## src/rtl/pcomp_trigger.sv

```systemverilog
// Position-compare trigger: emits a pulse train at START, START+STEP, ... on the counter position,
// each pulse WIDTH position units wide, for either counting direction.
module pcomp_trigger #(
    parameter int unsigned DW = 32,
    parameter int unsigned CW = 32
) (
    input  logic          clk_i,
    input  logic          reset_n_i,
    input  logic          enable_i,
    input  logic [DW-1:0] posn_i,
    input  logic          DIR,
    input  logic [DW-1:0] START,
    input  logic [DW-1:0] STEP,
    input  logic [DW-1:0] WIDTH,
    input  logic [CW-1:0] PNUM,
    output logic          pulse_o,
    output logic          active_o,
    output logic          err_o,
    output logic [CW-1:0] count_o
);

    // Two guard bits keep point +/- STEP and point +/- WIDTH exact for range checks.
    localparam int unsigned EW = DW + 2;
    localparam logic signed [EW-1:0] PosMax = {3'b000, {(DW-1){1'b1}}};
    localparam logic signed [EW-1:0] PosMin = {3'b111, {(DW-1){1'b0}}};
    localparam logic [CW-1:0] CntOne = {{(CW-1){1'b0}}, 1'b1};

    localparam logic [2:0] StIdle     = 3'd0;
    localparam logic [2:0] StWaitPre  = 3'd1;
    localparam logic [2:0] StWaitRise = 3'd2;
    localparam logic [2:0] StWaitFall = 3'd3;
    localparam logic [2:0] StDone     = 3'd4;
    localparam logic [2:0] StError    = 3'd5;

    logic [2:0]           state_q, state_d;
    logic                 en_q;
    logic                 dir_q;
    logic [DW-1:0]        step_q, width_q;
    logic [CW-1:0]        pnum_q;
    logic signed [DW:0]   point_q, point_d;
    logic                 pulse_q, pulse_d;
    logic                 active_q, active_d;
    logic                 err_q, err_d;
    logic [CW-1:0]        count_q, count_d;
    logic                 cfg_latch;

    logic signed [EW-1:0] posn_x, point_x, next_pt, edge_pt;
    logic                 en_rise, cfg_bad, next_oor, pre_side;

    function automatic logic reached(input logic dir, input logic signed [EW-1:0] posn,
                                     input logic signed [EW-1:0] x);
        return dir ? (posn <= x) : (posn >= x);
    endfunction

    always_comb begin
        posn_x   = {{2{posn_i[DW-1]}}, posn_i};
        point_x  = {point_q[DW], point_q};
        next_pt  = dir_q ? point_x - {2'b00, step_q}  : point_x + {2'b00, step_q};
        edge_pt  = dir_q ? point_x - {2'b00, width_q} : point_x + {2'b00, width_q};
        next_oor = (next_pt > PosMax) || (next_pt < PosMin);
        pre_side = dir_q ? (posn_x > point_x) : (posn_x < point_x);
        en_rise  = enable_i & ~en_q;
        cfg_bad  = (STEP == '0) || (WIDTH == '0) || (WIDTH >= STEP);
    end

    always_comb begin
        state_d   = state_q;
        pulse_d   = pulse_q;
        active_d  = active_q;
        err_d     = err_q;
        count_d   = count_q;
        point_d   = point_q;
        cfg_latch = 1'b0;
        unique case (state_q)
            StIdle: begin
                pulse_d  = 1'b0;
                active_d = 1'b0;
                if (en_rise) begin
                    cfg_latch = 1'b1;
                    point_d   = {START[DW-1], START};
                    if (cfg_bad) begin
                        state_d = StError;
                        err_d   = 1'b1;
                    end else begin
                        state_d  = StWaitPre;
                        active_d = 1'b1;
                        count_d  = '0;
                        err_d    = 1'b0;
                    end
                end
            end
            StWaitPre, StWaitRise, StWaitFall: begin
                if (!enable_i) begin
                    state_d  = StIdle;
                    pulse_d  = 1'b0;
                    active_d = 1'b0;
                end else if (state_q == StWaitPre) begin
                    if (pre_side) state_d = StWaitRise;
                end else if (state_q == StWaitRise) begin
                    if (reached(dir_q, posn_x, point_x)) begin
                        pulse_d = 1'b1;
                        count_d = count_q + CntOne;
                        state_d = StWaitFall;
                    end
                end else if (reached(dir_q, posn_x, edge_pt)) begin
                    pulse_d = 1'b0;
                    // Edge and the following point seen together: that point was skipped.
                    if (!next_oor && reached(dir_q, posn_x, next_pt)) begin
                        err_d    = 1'b1;
                        active_d = 1'b0;
                        state_d  = StError;
                    end else begin
                        point_d = next_pt[DW:0];
                        if ((pnum_q != '0 && count_q == pnum_q) || next_oor) begin
                            active_d = 1'b0;
                            state_d  = StDone;
                        end else begin
                            state_d = StWaitRise;
                        end
                    end
                end
            end
            StDone, StError: begin
                pulse_d  = 1'b0;
                active_d = 1'b0;
                if (!enable_i) state_d = StIdle;
            end
            default: state_d = StIdle;
        endcase
    end

    always_ff @(posedge clk_i or negedge reset_n_i) begin
        if (!reset_n_i) begin
            state_q  <= StIdle;
            en_q     <= 1'b0;
            pulse_q  <= 1'b0;
            active_q <= 1'b0;
            err_q    <= 1'b0;
            count_q  <= '0;
            point_q  <= '0;
        end else begin
            state_q  <= state_d;
            en_q     <= enable_i;
            pulse_q  <= pulse_d;
            active_q <= active_d;
            err_q    <= err_d;
            count_q  <= count_d;
            point_q  <= point_d;
        end
    end

    always_ff @(posedge clk_i or negedge reset_n_i) begin
        if (!reset_n_i) begin
            dir_q   <= 1'b0;
            step_q  <= '0;
            width_q <= '0;
            pnum_q  <= '0;
        end else if (cfg_latch) begin
            dir_q   <= DIR;
            step_q  <= STEP;
            width_q <= WIDTH;
            pnum_q  <= PNUM;
        end
    end

    assign pulse_o  = pulse_q;
    assign active_o = active_q;
    assign err_o    = err_q;
    assign count_o  = count_q;

endmodule

```

## config.mk

```make
export PLATFORM = sky130hd
export DESIGN_NAME = pcomp_trigger
export DESIGN_NICKNAME = d
export VERILOG_FILES = /design/src/rtl/pcomp_trigger.sv
export SDC_FILE = /design/constraint.sdc
export NUM_CORES = 1
export LEC_CHECK = 0
export ABC_AREA = 1
export CORE_MARGIN = 3
export CORE_UTILIZATION = 30
export DETAILED_ROUTE_END_ITERATION = 8
export DONT_BUFFER_PORTS = 1
export GPL_TIMING_DRIVEN = 0
export PLACE_DENSITY = 0.49
export SYNTH_ARGS = -nofsm -noshare
export SYNTH_HDL_FRONTEND = slang
export SYNTH_SLANG_ARGS = --single-unit
```

## constraint.sdc

```tcl
create_clock -name clk_i -period 9.8 [get_ports clk_i]
set_clock_uncertainty 0.15 [all_clocks]
set_input_delay 1.96 -clock clk_i [delete_from_list [all_inputs] [get_ports clk_i]]
set_output_delay 1.96 -clock clk_i [all_outputs]
set_load 0.005 [all_outputs]
```

==> qor.csv <==
stage;metric;value;unit
synthesis;ys_ff_latch;169;
synthesis;syn_area;0.01713;mm²
die;die_area;0.06002;mm²
timing;hold_viol_final;0;
grt;grt_max_degree;170;
critical_path;worstSetupPathType;flop to flop;
final_layout;post-route-util;0.3346;
final_layout;multiInputGateArea;0.01141;mm²
route;viasPerCell;5.115;
cts;cts_root_buf;clkbuf_16;
cts;clk_latency;510;ps
die;die_y;245.0;µm
critical_path;rr_worst_depth;33;
flow_run;maxCapViolCount;0;
synthesis;yosysUniqueCellTypes;64;
synthesis;syn-num-nets;2787;
synthesis;syn_avg_cell_area;7.063;µm²
hold_path;min_path_cells;2;
critical_path;path_buf_inv;5;
critical_path;cp-start-kind;flop;
synthesis;synth-seq-area-share;0.2468;
route;drt_first_pass_iters;7;
critical_path;path_depth;33;
cts;cts_hold_repair.buffers;0;
place;port_buffers;0;
die;die_w;245.0;µm
synthesis;yosys_most_used_dff;dfrtp_1;
critical_path;slowest_delay;760;ps
route;wl_per_cell;19.94;µm
route;drt.antenna.violating_nets;0;
timing;fin_ws;1217;ps
final_layout;layout_common_cells;nand2_1, inv_1, nor2_1;
synthesis;ys_warn_count;0;
timing;fmax;116.5;MHz
place;place_congestion;0.9362;
critical_path;critPathSlowestCell;nor4_4;
place;dpl_worst_slack;1103;ps
final_layout;n_antenna_cell;0;
cts;post_cts_buffers;0;
grt;grt_usage;0.2126;
final_layout;syn_to_final_growth;9.048;%
die;core;0.05585;mm²
timing;period_share;0.8758;
cts;cts_tree;built;
cts;ctsResizeCount;0;
synthesis;async_reset_ff_frac;1.000;
critical_path;cp_data_arrival_time;8870;ps
die;rows;86;
final_layout;fillCellCount;6060;
critical_path;path_max_fanout;10;
timing;rsz0062_at_grt;false;
grt;gr-total-overflow;0;
route;route.vias.total;16400;
timing;worst_slew_pin_slew;1000;ps
final_layout;nNetsFinal;2806;
final_layout;drive_above_1_share;0.06957;
grt;grt_pass1_wl;96160;µm
grt;antenna_found_initial;0;
final_layout;ff_latch_area;0.004229;mm²
final_layout;final_common_cell;nand2_1;
timing;timing.slew.headroom;0.3280;
grt;grt_pass1_vias;15950;
critical_path;crit_top_cell;nand2_1;
die;pin_count;199;
cts;clockBufferDepth;2;
critical_path;crit_required;10090;ps
outcome;status;finished, final reports clean;
place;dp.final_hpwl;54060;µm
critical_path;critPathCaptureType;flop;
hold_path;hold_path_class;flop to flop;
synthesis;synth_edf_count;0;
cts;h-tree-depth;4;
route;route.detailed.drc;0;
timing;tns;0;ps
timing;min_period;8583;ps
route;routed_wl;63920;µm
critical_path;critical_path.top_delay_family;simple AND/OR/NAND/NOR gates;
cts;clk_pin_slew_worst_paths;90;ps
timing;slew_violations;0;
synthesis;syn_inst;2426;
route;drt_iter0_drc;1187;
cts;cts_sinks;169;
timing;setup_viol;0;
die;start_util;0.3068;
cts;numCtsBuffers;17;
-- per-stage QoR --
step	instance area (µm²)	hold WS, ps	std cells
after floorplan	17130	303.0	2426
after global placement	18070	324.2	3174
after detailed placement	18070	328.3	3174
after CTS	18680	347.4	3206
after global routing	18680	387.3	3206
final	18680	349.9	3206
-- state kept, by name, indices dropped and copies added, names as in the netlist, 3 cells and up --
| name | cells |
|---|---|
| pnum_q | 32 |
| count_o | 32 |
| point_q | 33 |
| step_q | 32 |
| state_q | 3 |
| width_q | 32 |
-- layer usage --
layer  global-route usage  share of wire
met1               0.3072           0.49
met2               0.3216           0.43
met3              0.03539          0.056
met4              0.06860          0.028
met5                    0              0
-- cell families (layout without fill, tap and decap cells) --
logic type | after synthesis | count (layout) | synth area share
AOI/OAI and AO/OA | 401 | 401 | 0.1321
xor gates and xnor gates | 172 | 172 | 0.08792
adders and majority gates | 197 | 197 | 0.1447
buffers and inverters | 380 | 412 | 0.08726
DFF | 169 | 169 | 0.2468
muxes | 32 | 32 | 0.02103
and+or+nand+nor | 1075 | 1075 | 0.2801
-- worst reg2reg max path, delay by kind of cell, from the launching register on --
| kind | cells | cell delay [ps] |
|---|---|---|
| xor+xnor | 1 | 130 |
| simple gates | 15 | 2600 |
| fa+ha+maj | 2 | 800 |
| flops | 1 | 330 |
| compound gates | 10 | 2280 |
| buf+inv | 5 | 2270 |
-- cells in the mapped netlist, types with 15 or more instances --
| master | n | share of area |
|---|---|---|
| a21oi_1 | 138 | 0.040 |
| a31oi_1 | 15 | 0.0055 |
| clkbuf_1 | 42 | 0.0092 |
| dfrtp_1 | 169 | 0.25 |
| ha_1 | 195 | 0.14 |
| inv_1 | 317 | 0.069 |
| mux2_2 | 32 | 0.021 |
| nand2_1 | 542 | 0.12 |
| nand2_2 | 45 | 0.016 |
| nand3_1 | 106 | 0.031 |
| nand4_1 | 53 | 0.019 |
| nor2_1 | 199 | 0.044 |
| nor3_1 | 48 | 0.014 |
| nor4_1 | 37 | 0.014 |
| o21ai_0 | 170 | 0.050 |
| xnor2_1 | 53 | 0.027 |
| xor2_1 | 119 | 0.061 |
-- cell type report --
type | count | area share
Tap cell | 748 | 0.05009
Sequential cell | 169 | 0.2263
Clock buffer | 17 | 0.02277
Buffer | 53 | 0.01433
Inverter | 327 | 0.06569
Clock inverter | 15 | 0.01011
Multi-Input combinational cell | 1877 | 0.6107
-- worst paths after layout --
kind	startpoint	endpoint	slack (ps)
max in group asynchronous	reset_n_i	point_q[32]$_DFFE_PN0P_	8090
setup / recovery	dir_q$_DFFE_PN0P_	point_q[25]$_DFFE_PN0P_	1220
min in group asynchronous	reset_n_i	step_q[0]$_DFFE_PN0P_	1020
setup reg to reg	dir_q$_DFFE_PN0P_	point_q[25]$_DFFE_PN0P_	1220
hold / removal	step_q[1]$_DFFE_PN0P_	step_q[1]$_DFFE_PN0P_	350
hold reg to reg	step_q[1]$_DFFE_PN0P_	step_q[1]$_DFFE_PN0P_	350
Power is not shown: default switching activity piles up to over one toggle a cycle in this logic, so the estimate is an artifact.
